$ cat src/rtl/wbgpio_irq.sv
// Wishbone GPIO port: up to 16 pins with direction, edge-selectable latched interrupts and W1C pending.
// Optional input debounce filter enabled by defining WBGPIO_DEBOUNCE_EN.
module wbgpio_irq #(
  parameter int          NPINS       = 16,
  parameter logic [15:0] DEFAULT_OUT = 16'h0000,
  parameter logic [15:0] DEFAULT_DIR = 16'h0000,
  parameter int          DEBOUNCE    = 4
) (
  input  logic             i_clk,
  input  logic             i_reset,
  input  logic             i_wb_cyc,
  input  logic             i_wb_stb,
  input  logic             i_wb_we,
  input  logic [2:0]       i_wb_addr,
  input  logic [31:0]      i_wb_data,
  output logic             o_wb_ack,
  output logic             o_wb_stall,
  output logic [31:0]      o_wb_data,
  input  logic [NPINS-1:0] i_gpio,
  output logic [NPINS-1:0] o_gpio,
  output logic [NPINS-1:0] o_gpio_oe,
  output logic             o_int
);

  localparam logic [15:0] PIN_MASK = 16'((32'd1 << NPINS) - 32'd1);

  typedef enum logic [2:0] {
    A_DATA = 3'd0,
    A_DIR  = 3'd1,
    A_IE   = 3'd2,
    A_EDGE = 3'd3,
    A_PEND = 3'd4
  } addr_e;

  logic [15:0] out_r, dir_r, ie_r, rise_r, fall_r, pend_r;
  logic [15:0] pad, s1, s2, s3, lvl;
  logic [15:0] rise_e, fall_e, evt, clr;
  logic [1:0]  prime;
  logic [31:0] rd_val;
  logic        access, wr;

  function automatic logic [15:0] mask_write(input logic [15:0] cur, input logic [31:0] d);
    return ((cur & ~d[31:16]) | (d[15:0] & d[31:16])) & PIN_MASK;
  endfunction

  always_comb begin
    pad = '0;
    pad[NPINS-1:0] = i_gpio;
  end

  always_ff @(posedge i_clk or posedge i_reset) begin
    if (i_reset) begin
      s1    <= '0;
      s2    <= '0;
      s3    <= '0;
      prime <= '0;
    end else begin
      s1 <= pad & PIN_MASK;
      s2 <= s1;
      s3 <= lvl;
      if (prime != 2'd3) prime <= prime + 2'd1;
    end
  end

`ifdef WBGPIO_DEBOUNCE_EN
  logic [15:0] filt;
  logic [7:0]  cnt [16];

  // A pin's filtered level follows s2 only after DEBOUNCE consecutive differing samples.
  always_ff @(posedge i_clk or posedge i_reset) begin
    if (i_reset) begin
      filt <= '0;
      for (int unsigned i = 0; i < 16; i++) cnt[i] <= '0;
    end else begin
      for (int unsigned i = 0; i < 16; i++) begin
        if (s2[i] != filt[i]) begin
          if (cnt[i] == 8'(DEBOUNCE - 1)) begin
            filt[i] <= s2[i];
            cnt[i]  <= '0;
          end else begin
            cnt[i] <= cnt[i] + 8'd1;
          end
        end else begin
          cnt[i] <= '0;
        end
      end
    end
  end

  assign lvl = filt;
`else
  assign lvl = s2;
`endif

  assign rise_e = lvl & ~s3;
  assign fall_e = ~lvl & s3;
  // Edges are suppressed until the synchroniser/history pipeline has filled after reset.
  assign evt    = (prime == 2'd3) ? (((rise_e & rise_r) | (fall_e & fall_r)) & PIN_MASK) : '0;

  assign access = i_wb_cyc & i_wb_stb;
  assign wr     = access & i_wb_we;
  assign clr    = (wr && i_wb_addr == A_PEND) ? i_wb_data[15:0] : '0;

  always_comb begin
    rd_val = '0;
    case (i_wb_addr)
      A_DATA:  rd_val = {lvl & PIN_MASK, out_r};
      A_DIR:   rd_val = {16'h0000, dir_r};
      A_IE:    rd_val = {16'h0000, ie_r};
      A_EDGE:  rd_val = {fall_r, rise_r};
      A_PEND:  rd_val = {16'h0000, pend_r};
      default: rd_val = '0;
    endcase
  end

  always_ff @(posedge i_clk or posedge i_reset) begin
    if (i_reset) begin
      out_r     <= DEFAULT_OUT & PIN_MASK;
      dir_r     <= DEFAULT_DIR & PIN_MASK;
      ie_r      <= '0;
      rise_r    <= '0;
      fall_r    <= '0;
      pend_r    <= '0;
      o_wb_ack  <= 1'b0;
      o_wb_data <= '0;
      o_int     <= 1'b0;
    end else begin
      o_wb_ack  <= access;
      o_wb_data <= (access && !i_wb_we) ? rd_val : '0;
      if (wr) begin
        case (i_wb_addr)
          A_DATA: out_r <= mask_write(out_r, i_wb_data);
          A_DIR:  dir_r <= mask_write(dir_r, i_wb_data);
          A_IE:   ie_r  <= mask_write(ie_r, i_wb_data);
          A_EDGE: begin
            rise_r <= i_wb_data[15:0] & PIN_MASK;
            fall_r <= i_wb_data[31:16] & PIN_MASK;
          end
          default: ;
        endcase
      end
      // A new event wins over a simultaneous clear of the same bit.
      pend_r <= ((pend_r & ~clr) | evt) & PIN_MASK;
      o_int  <= |(pend_r & ie_r);
    end
  end

  assign o_gpio     = out_r[NPINS-1:0];
  assign o_gpio_oe  = dir_r[NPINS-1:0];
  assign o_wb_stall = 1'b0;

endmodule

$ cat config.mk
export PLATFORM = sky130hd
export DESIGN_NAME = wbgpio_irq
export DESIGN_NICKNAME = d
export VERILOG_FILES = /design/src/rtl/wbgpio_irq.sv
export SDC_FILE = /design/constraint.sdc
export NUM_CORES = 1
export LEC_CHECK = 0
export ABC_AREA = 1
export CORE_AREA = 3 3 136 138
export CTS_BUF_LIST = sky130_fd_sc_hd__clkbuf_4
export DETAILED_ROUTE_END_ITERATION = 12
export DIE_AREA = 0 0 139 141
export PLACE_DENSITY = 0.67
export SYNTH_ARGS = -nofsm -noshare
export SYNTH_HDL_FRONTEND = slang
export SYNTH_SLANG_ARGS = --single-unit
$ cat constraint.sdc
create_clock -name i_clk -period 6.4 [get_ports i_clk]
set_clock_uncertainty 0.1 [all_clocks]
set_input_delay 1.28 -clock i_clk [delete_from_list [all_inputs] [get_ports i_clk]]
set_output_delay 1.28 -clock i_clk [all_outputs]
set_load 0.005 [all_outputs]
==> out/qor.csv, run 1 <==
metric,value,unit
CTS buffer count,17,
Pre-antenna DRT Iters,5,
TNS Setup,0,ns
final wirelength,18.91,mm
area of the multi-input gates,2425,sq um
area grow syn2layout,22.88,%
Syn Std Cell Area,7300,sq um
CP Max Fanout,63,
H-Tree Depth,4,
antenna violations before repair,1,
Critical Path AT,4.56,ns
Synthesized Nets,836,
final setup fails,0,
Max Fclk,238.4,MHz
# rows,48,
YS warnings,0,
Synth Register Bits,180,
Max clock buf depth,2,
Max Cap Viol,0,
Skew-Pair Late Insertion Delay,0.59,ns
most used flip-flop cell after synthesis,dfrtp_1,
setup repair bufs after CTS,0,
gr ovfl total,0,
Syn Area/Cell,9.370,sq um
Layout fillers,1633,
crit path kind,input port to flop,
outcome,completed,
clock sink count,180,
Hold Buf Count CTS,0,
drt via density,5.199,
Post-synth EDFFs,0,
Flop pwr share,56.3,%
Die Ht,141,microns
root buffer cell,clkbuf_4,
CTS tree,built,
FF/Latch Area,4504,sq um
switching share of power,27.34,%
Synth cell types,27,
Crit. End Element,flop,
Final WS setup,2.205,ns
share of cells above drive strength 1,5.654,%
vias,5865,
RSZ-0062 raised after global routing,false,
Pleak,0.003894,uW
startpoint class of the critical path,input port,
Starting Density,42.20,%
worst reg-to-reg path cell count,2,
final critical-path share of the clock period,65.55,%
Clock power frac,30.5,%
Cell Int Power,1696,uW
Final Hold Viols,0,
I/O Buffers,121,
Synth Instances,779,
Max-Slew Margin vs Limit,38.84,%
vias in the first global route,5421,
post-placement worst setup slack,1.677,ns
routed len/inst,16.77,microns
core box area,17300,sq um
first-pass GRT wire length,29.87,mm
Min-Delay Path Depth,0,
Ports,123,
Psw,638.1,uW
clock transition at the registers of the reported paths,0.16,ns
worst vdd ir,0.0001363,V
GRT Overall Usage,19.25,%
post-DP HPWL,12.41,mm
drt drc,0,
DRT iter0 DRCs,531,
Final nets,946,
CP required,6.77,ns
ys async rst share,100.0,%
DIE AREA,19600,sq um
crit path time final,4.195,ns
"Seq/Total Area, Yosys",61.71,%
die width,139,microns
largest net degree at the start of global routing,89,
worst-margin pin slew,0.9174,ns
GP Congestion,0.8107,
combinational fraction of design power,13.3,%
Slew Limit Fails,0,
Resized Gates After CTS,0,
Hold/Removal Path Class,flop to flop,
Power Density,260.2,nW/um^2
Post-DRT Antenna Nets,0,
==> synth_stat cells, types with 3 or more instances <==
library cell	instances	area share (%)
buf_4	11	1.1
a21oi_1	47	3.2
buf_2	12	0.82
inv_2	3	0.15
buf_1	3	0.15
nand4_1	28	2.4
nor2_1	50	2.6
o21ai_0	59	4.0
nand2_1	199	10
nor2_4	4	0.62
clkbuf_1	7	0.36
o21ai_1	41	2.8
inv_1	39	2.0
dfrtp_1	180	62
nand3b_1	16	1.6
nand3_1	67	4.6
==> cell type report <==
type / instances / area share (%)
clock inverter: 15 / 2.260
sequential: 180 / 50.22
multi-input combinational: 519 / 27.03
inverter: 45 / 1.981
tap: 225 / 3.139
antenna: 1 / 0.02790
timing repair buffer: 126 / 13.92
clock buffer: 17 / 1.423
==> stage by stage <==
step | instances | total power (uW) | hold WS [ns] | util [%] | instance area (sq um)
floorplan | 779 | 1474 | 0.2312 | - | 7300
global placement | 1095 | 1634 | 0.2329 | 49.93 | 8637
detailed placement | 1095 | 1644 | 0.2355 | 49.93 | 8637
CTS | 1127 | 2352 | 0.2671 | 51.84 | 8967
global route | 1128 | 2450 | 0.2694 | 51.86 | 8970
finish | 1128 | 2334 | 0.2636 | 51.86 | 8970
==> per-layer routing <==
layer,global-route usage (%),up-vias,share of wire (%)
met5,0,-,0
met4,6.025,0,1.8
met3,4.138,25,5.8
met2,30.04,216,46
met1,27.18,2815,46
li1,-,2809,-
==> cells by family (layout without fill, tap and decap cells) <==
logic type               Yosys count  after routing  synth area share, %
multiplexers                       1              1               0.1543
flip-flops                       180            180                61.71
AND/OR/NAND/NOR                  368            368                22.57
other                              1              2              0.05137
adder cells (fa/ha/maj)            1              1               0.1714
XOR/XNOR                           1              1               0.1200
buffers and inverters             80            203                5.142
AO/OA/AOI/OAI                    147            147                10.08
==> layout by cell type (no fill, tap or decap), drive strengths merged <==
cell           netlist  routed
nand2              200     200
dfrtp              180     180
clkdlybuf4s50        0     121
o21ai              100     100
nand3               69      69
nor2                55      55
a21oi               47      47
inv                 43      47
nand4               28      28
clkbuf               7      17
nand3b              16      16
clkinv               2       6
buf                 28       5
bufinv               0       4
clkinvlp             0       3
diode                0       1
xnor2                1       1
mux2                 1       1
ha                   1       1
conb                 1       1
==> worst max-delay path, stage by stage <==
cell	delay (ns)
clkdlybuf4s50_1	0.89
inv_4	0.73
nand3_2	0.20
inv_2	0.54
nand2_4	0.54
nor2_1	0.24
a21oi_1	0.07
==> power by group through the flow <==
stage / registers (uW) / logic, uW / clock network [uW]
after floorplan: 1310 / 162 / 0
after global placement: 1330 / 304 / 0
after detailed placement: 1330 / 311 / 0
after CTS: 1310 / 312 / 728
after global routing: 1320 / 346 / 781
final: 1310 / 310 / 711
==> worst paths after layout <==
path                              start    endpoint  slack [ns]
setup reg to reg               prime[0]    prime[1]        4.62
hold reg to reg                   s1[0]      lvl[0]        0.26
min in group asynchronous       i_reset  fall_r[14]        1.10
hold / removal                    s1[0]      lvl[0]        0.26
max in group asynchronous       i_reset   async pin        3.93
setup / recovery           i_wb_addr[2]  fall_r[14]        2.21
No activity file was read; power rests on OpenSTA's default activity.
==> run 2, diff against run 1 <==
--- a/config.mk
+++ b/config.mk
@@ -10,7 +10,6 @@
 export CTS_BUF_LIST = sky130_fd_sc_hd__clkbuf_4
 export DETAILED_ROUTE_END_ITERATION = 12
 export DIE_AREA = 0 0 139 141
-export PLACE_DENSITY = 0.67
 export SYNTH_ARGS = -nofsm -noshare
 export SYNTH_HDL_FRONTEND = slang
 export SYNTH_SLANG_ARGS = --single-unit
==> constraint.sdc (replaced) <==
create_clock -name i_clk -period 4.08 [get_ports i_clk]
set_clock_uncertainty 0.1 [all_clocks]
set_input_delay 0.816 -clock i_clk [delete_from_list [all_inputs] [get_ports i_clk]]
set_output_delay 0.816 -clock i_clk [all_outputs]
set_load 0.005 [all_outputs]
==> out/qor.csv, run 2 (synthesis gave the netlist of run 1 again) <==
metric,value,unit
most frequent cells in the layout,"nand2_1 (199), dfrtp_1 (180), clkdlybuf4s50_1 (121), nand3_1 (67), o21ai_0 (59)",
Clock power frac,28.8,%
Hold Buf Count CTS,0,
CTS buffer count,17,
TNS Setup,0,ns
core box area,17300,sq um
Final Hold Viols,0,
Final Non-Filler Cells,1132,
largest net degree at the start of global routing,81,
Max Fclk,332.9,MHz
clock transition at the registers of the reported paths,0.14,ns
drt via density,5.309,
Pre-antenna DRT Iters,5,
Resized Gates After CTS,0,
vias,6010,
Final nets,949,
share of cells above drive strength 1,5.856,%
critical path's slowest cell,clkdlybuf4s50_1,
Min-Delay Path Depth,0,
Post-DRT Antenna Nets,0,
final core utilization,51.87,%
vias in the first global route,5881,
CTS tree,built,
"most used cell, CP",nand2_1,
worst-margin pin slew,0.9001,ns
crit path kind,input port to flop,
setup repair bufs after CTS,0,
Max clock buf depth,2,
final wirelength,20.26,mm
Die Ht,141,microns
root buffer cell,clkbuf_4,
I/O Buffers,121,
CP Max Fanout,17,
gr ovfl total,0,
outcome,completed,
Max-Slew Margin vs Limit,39.99,%
crit path time final,3.004,ns
Starting Density,42.20,%
worst vdd ir,0.0002181,V
"Buf+Inv Stages, Crit Path",2,
DIE AREA,19600,sq um
combinational fraction of design power,13.8,%
Critical Path Stages,7,
DRT iter0 DRCs,555,
first-pass GRT wire length,32.13,mm
dpl cell area,8671,sq um
"Design Area, Final",8972,sq um
Pleak,0.003894,uW
antenna violations before repair,1,
CP required,4.50,ns
Max Cap Viol,0,
Psw,994.0,uW
post-DP HPWL,13.33,mm
GRT Overall Usage,21.12,%
Hold/Removal Path Class,flop to flop,
switching share of power,27.68,%
Skew-Pair Late Insertion Delay,0.59,ns
Flop pwr share,57.4,%
final critical-path share of the clock period,73.62,%
Crit. End Element,flop,
Cell Int Power,2598,uW
H-Tree Depth,4,
startpoint class of the critical path,input port,
CP max stage delay,1.00,ns
die width,139,microns
Ports,123,
clock sink count,180,
Power Density,400.3,nW/um^2
most common library cell in the layout ignoring fill and taps,nand2_1,
Critical Path AT,3.42,ns
Tot Pwr,3592,uW
Worst path top cell family by delay,buffers and inverters,
RSZ-0062 raised after global routing,false,
final setup fails,0,
dpl cells,1098,
drt drc,0,
worst reg-to-reg path cell count,2,
CP cell instances,clkdlybuf4s50_1 -> clkinv_1 -> nand3_1 -> nor2_4 -> nand2_1 -> nand2_1 -> o21ai_1,
Slew Limit Fails,0,
routed len/inst,17.90,microns
area grow syn2layout,22.92,%
GP Congestion,0.8184,
# rows,48,
-- run 2: stage by stage --
step / setup slack (ns) / hold slack, ns
3_3_place_gp: 0.6319 / 0.2322
6_report: 1.076 / 0.2565
4_1_cts: 1.273 / 0.2613
5_1_grt: 1.059 / 0.2696
3_5_place_dp: 0.6159 / 0.2347
2_1_floorplan: 0.8554 / 0.2312
-- run 2: worst paths after layout --
kind,from,endpoint,slack (ns)
setup reg to reg,prime[0],prime[1],2.32
hold / removal,s1[1],lvl[1],0.26
min in group asynchronous,i_reset,s3[4],0.42
max in group asynchronous,i_reset,s3[9],2.55
hold reg to reg,s1[1],lvl[1],0.26
setup / recovery,i_wb_addr[0],flop,1.08
-- run 2: power by group through the flow --
stage / combinational, uW / clock (uW) / sequential [uW]
after global placement: 481 / 0 / 2090
after global routing: 555 / 1140 / 2080
final: 494 / 1040 / 2060
after floorplan: 255 / 0 / 2060
after detailed placement: 497 / 0 / 2090
after CTS: 498 / 1060 / 2060
-- run 2: metal layers --
layer  global-route usage (%)  routed length [microns]  vias up
li1                         -                        -     2814
met2                    31.27                     9279      256
met3                    5.190                     1522       35
met5                        0                        0        -
met1                    29.85                     9055     2905
met4                    8.960                      406        0
-- run 2: cell type report --
type	count	area (sq um)
inverter	45	176.4
tap	225	281.5
clock inverter	14	161.4
multi-input combinational	519	2425
sequential	180	4504
clock buffer	18	135.1
fill	1577	8324
timing repair buffer	129	1284
antenna	2	5.005
==> run 3, diff against run 2 <==
--- a/config.mk
+++ b/config.mk
@@ -10,6 +10,7 @@
 export CTS_BUF_LIST = sky130_fd_sc_hd__clkbuf_4
 export DETAILED_ROUTE_END_ITERATION = 12
 export DIE_AREA = 0 0 139 141
+export PLACE_DENSITY = 0.67
 export SYNTH_ARGS = -nofsm -noshare
 export SYNTH_HDL_FRONTEND = slang
 export SYNTH_SLANG_ARGS = --single-unit
==> constraint.sdc (replaced) <==
create_clock -name i_clk -period 2.72 [get_ports i_clk]
set_clock_uncertainty 0.1 [all_clocks]
set_input_delay 0.544 -clock i_clk [delete_from_list [all_inputs] [get_ports i_clk]]
set_output_delay 0.544 -clock i_clk [all_outputs]
set_load 0.005 [all_outputs]
==> out/qor.csv, run 3 (synthesis gave the netlist of run 1 again) <==
metric,value,unit
Die Ht,141,microns
CTS tree,built,
Resized Gates After CTS,0,
antenna violations before repair,0,
post-DP HPWL,12.83,mm
Power Density,605.2,nW/um^2
final wirelength,19.55,mm
drt drc,0,
vias in the first global route,5643,
Psw,1521,uW
crit path kind,flop to primary output,
area grow syn2layout,25.13,%
Flop pwr share,55.8,%
I/O Buffers,121,
worst reg-to-reg path cell count,3,
most frequent cells in the layout,"nand2_1 (199), dfrtp_1 (180), clkdlybuf4s50_1 (121), nand3_1 (67), o21ai_0 (59)",
Skew-Pair Late Insertion Delay,0.58,ns
CP cell instances,clkdlybuf4s50_1,
root buffer cell,clkbuf_4,
dpl cell area,8803,sq um
final critical-path share of the clock period,81.70,%
Max clock buf depth,2,
outcome,completed,
CP Max Fanout,3,
Final Hold Viols,0,
H-Tree Depth,4,
crit path time final,2.222,ns
critical path's slowest cell,clkdlybuf4s50_1,
die width,139,microns
CP max stage delay,0.54,ns
GRT Overall Usage,20.00,%
startpoint class of the critical path,flop,
Max Cap Viol,0,
Ports,123,
Post-DRT Antenna Nets,0,
final setup fails,0,
# diodes,0,
Critical Path Stages,1,
area of the multi-input gates,2425,sq um
DRT iter0 DRCs,457,
# rows,48,
Final WS setup,0.4977,ns
CTS buffer count,17,
most common library cell in the layout ignoring fill and taps,nand2_1,
routed len/inst,17.14,microns
Layout fillers,1597,
switching share of power,27.52,%
DIE AREA,19600,sq um
Pleak,0.003977,uW
"Design Area, Final",9134,sq um
TNS Setup,0,ns
core box area,17300,sq um
CP required,2.08,ns
Cell Int Power,4007,uW
worst-margin pin slew,0.6332,ns
first-pass GRT wire length,30.91,mm
clock sink count,180,
Starting Density,42.20,%
Final nets,960,
drt via density,5.188,
RSZ-0062 raised after global routing,false,
"Buf+Inv Stages, Crit Path",1,
largest net degree at the start of global routing,111,
Worst path top cell family by delay,buffers and inverters,
Critical Path AT,1.58,ns
Crit. End Element,primary output,
share of cells above drive strength 1,6.987,%
gr ovfl total,0,
vias,5919,
final core utilization,52.81,%
Critical path destination,o_gpio[5],
setup repair bufs after CTS,0,
clock transition at the registers of the reported paths,0.15,ns
Max Fclk,450.0,MHz
R2R Path End,prime[1],
r2r setup slk,1.30,ns
combinational fraction of design power,13.5,%
reg2reg start,prime[0],
Hold/Removal Path Class,flop to flop,
post-placement worst setup slack,0.09697,ns
GP Congestion,0.8157,
Hold Buf Count CTS,0,
worst vdd ir,0.0002771,V
Clock power frac,30.7,%
Max-Slew Margin vs Limit,57.79,%
Slew Limit Fails,0,
Pre-antenna DRT Iters,5,
FF/Latch Area,4504,sq um
run 3: cell count changes in the layout (fill, tap and decap cells not counted), sizes merged:
cell | previous run | this run
diode | 2 | 0
clkinv | 9 | 7
clkbuf | 18 | 17
buf | 8 | 19
clkinvlp | 4 | 3
bufinv | 3 | 4
inv | 43 | 46
run 3: final cells by class:
cell class	count	share of cell area, %
clock inverters	15	2.219
multi-input cells	519	26.55
clock buffers	17	1.397
repair buffers	140	15.51
flip-flops and latches	180	49.32
inverters	45	1.932
well taps	225	3.082
run 3: worst min-delay path by stage:
stage / from / endpoint / slack [ns] / cells after the start
after CTS: i_gpio[5] / s1[5] / 0.23 / 1
final: s1[0] / lvl[0] / 0.26 / 0
after detailed placement: s1[12] / lvl[12] / 0.23 / 0
after floorplan: s1[0] / lvl[0] / 0.23 / 0
after global placement: s1[15] / lvl[15] / 0.23 / 0
after global routing: i_gpio[5] / s1[5] / 0.24 / 1
run 3: per-layer routing:
| metal | global-route usage [%] | share of wire, % | vias to the layer above | wire [microns] |
|---|---|---|---|---|
| met3 | 4.512 | 5.9 | 25 | 1144 |
| li1 | - | - | 2842 | - |
| met4 | 5.407 | 1.5 | 0 | 298 |
| met1 | 28.34 | 46 | 2855 | 8911 |
| met5 | 0 | 0 | - | 0 |
| met2 | 31.37 | 47 | 197 | 9200 |
run 3: worst reg2reg max path, stage by stage, from the launching register on:
cell,delay [ns]
dfrtp_1,0.41
ha_1,0.16
buf_4,0.28
mux2_2,0.37
run 3: stage by stage:
step | hold slack (ns) | total power [uW] | cells
floorplan | 0.2312 | 3470 | 779
global placement | 0.2339 | 3866 | 1109
global route | 0.2402 | 5800 | 1141
detailed placement | 0.2347 | 3885 | 1109
finish | 0.2623 | 5528 | 1141
CTS | 0.2297 | 5568 | 1141
run 3: power groups by stage:
stage          combinational (uW)  clock (uW)  sequential (uW)
6_report                      747        1700             3090
5_1_grt                       838        1840             3120
4_1_cts                       755        1730             3080
3_5_place_dp                  752           0             3130
3_3_place_gp                  735           0             3130
2_1_floorplan                 383           0             3090
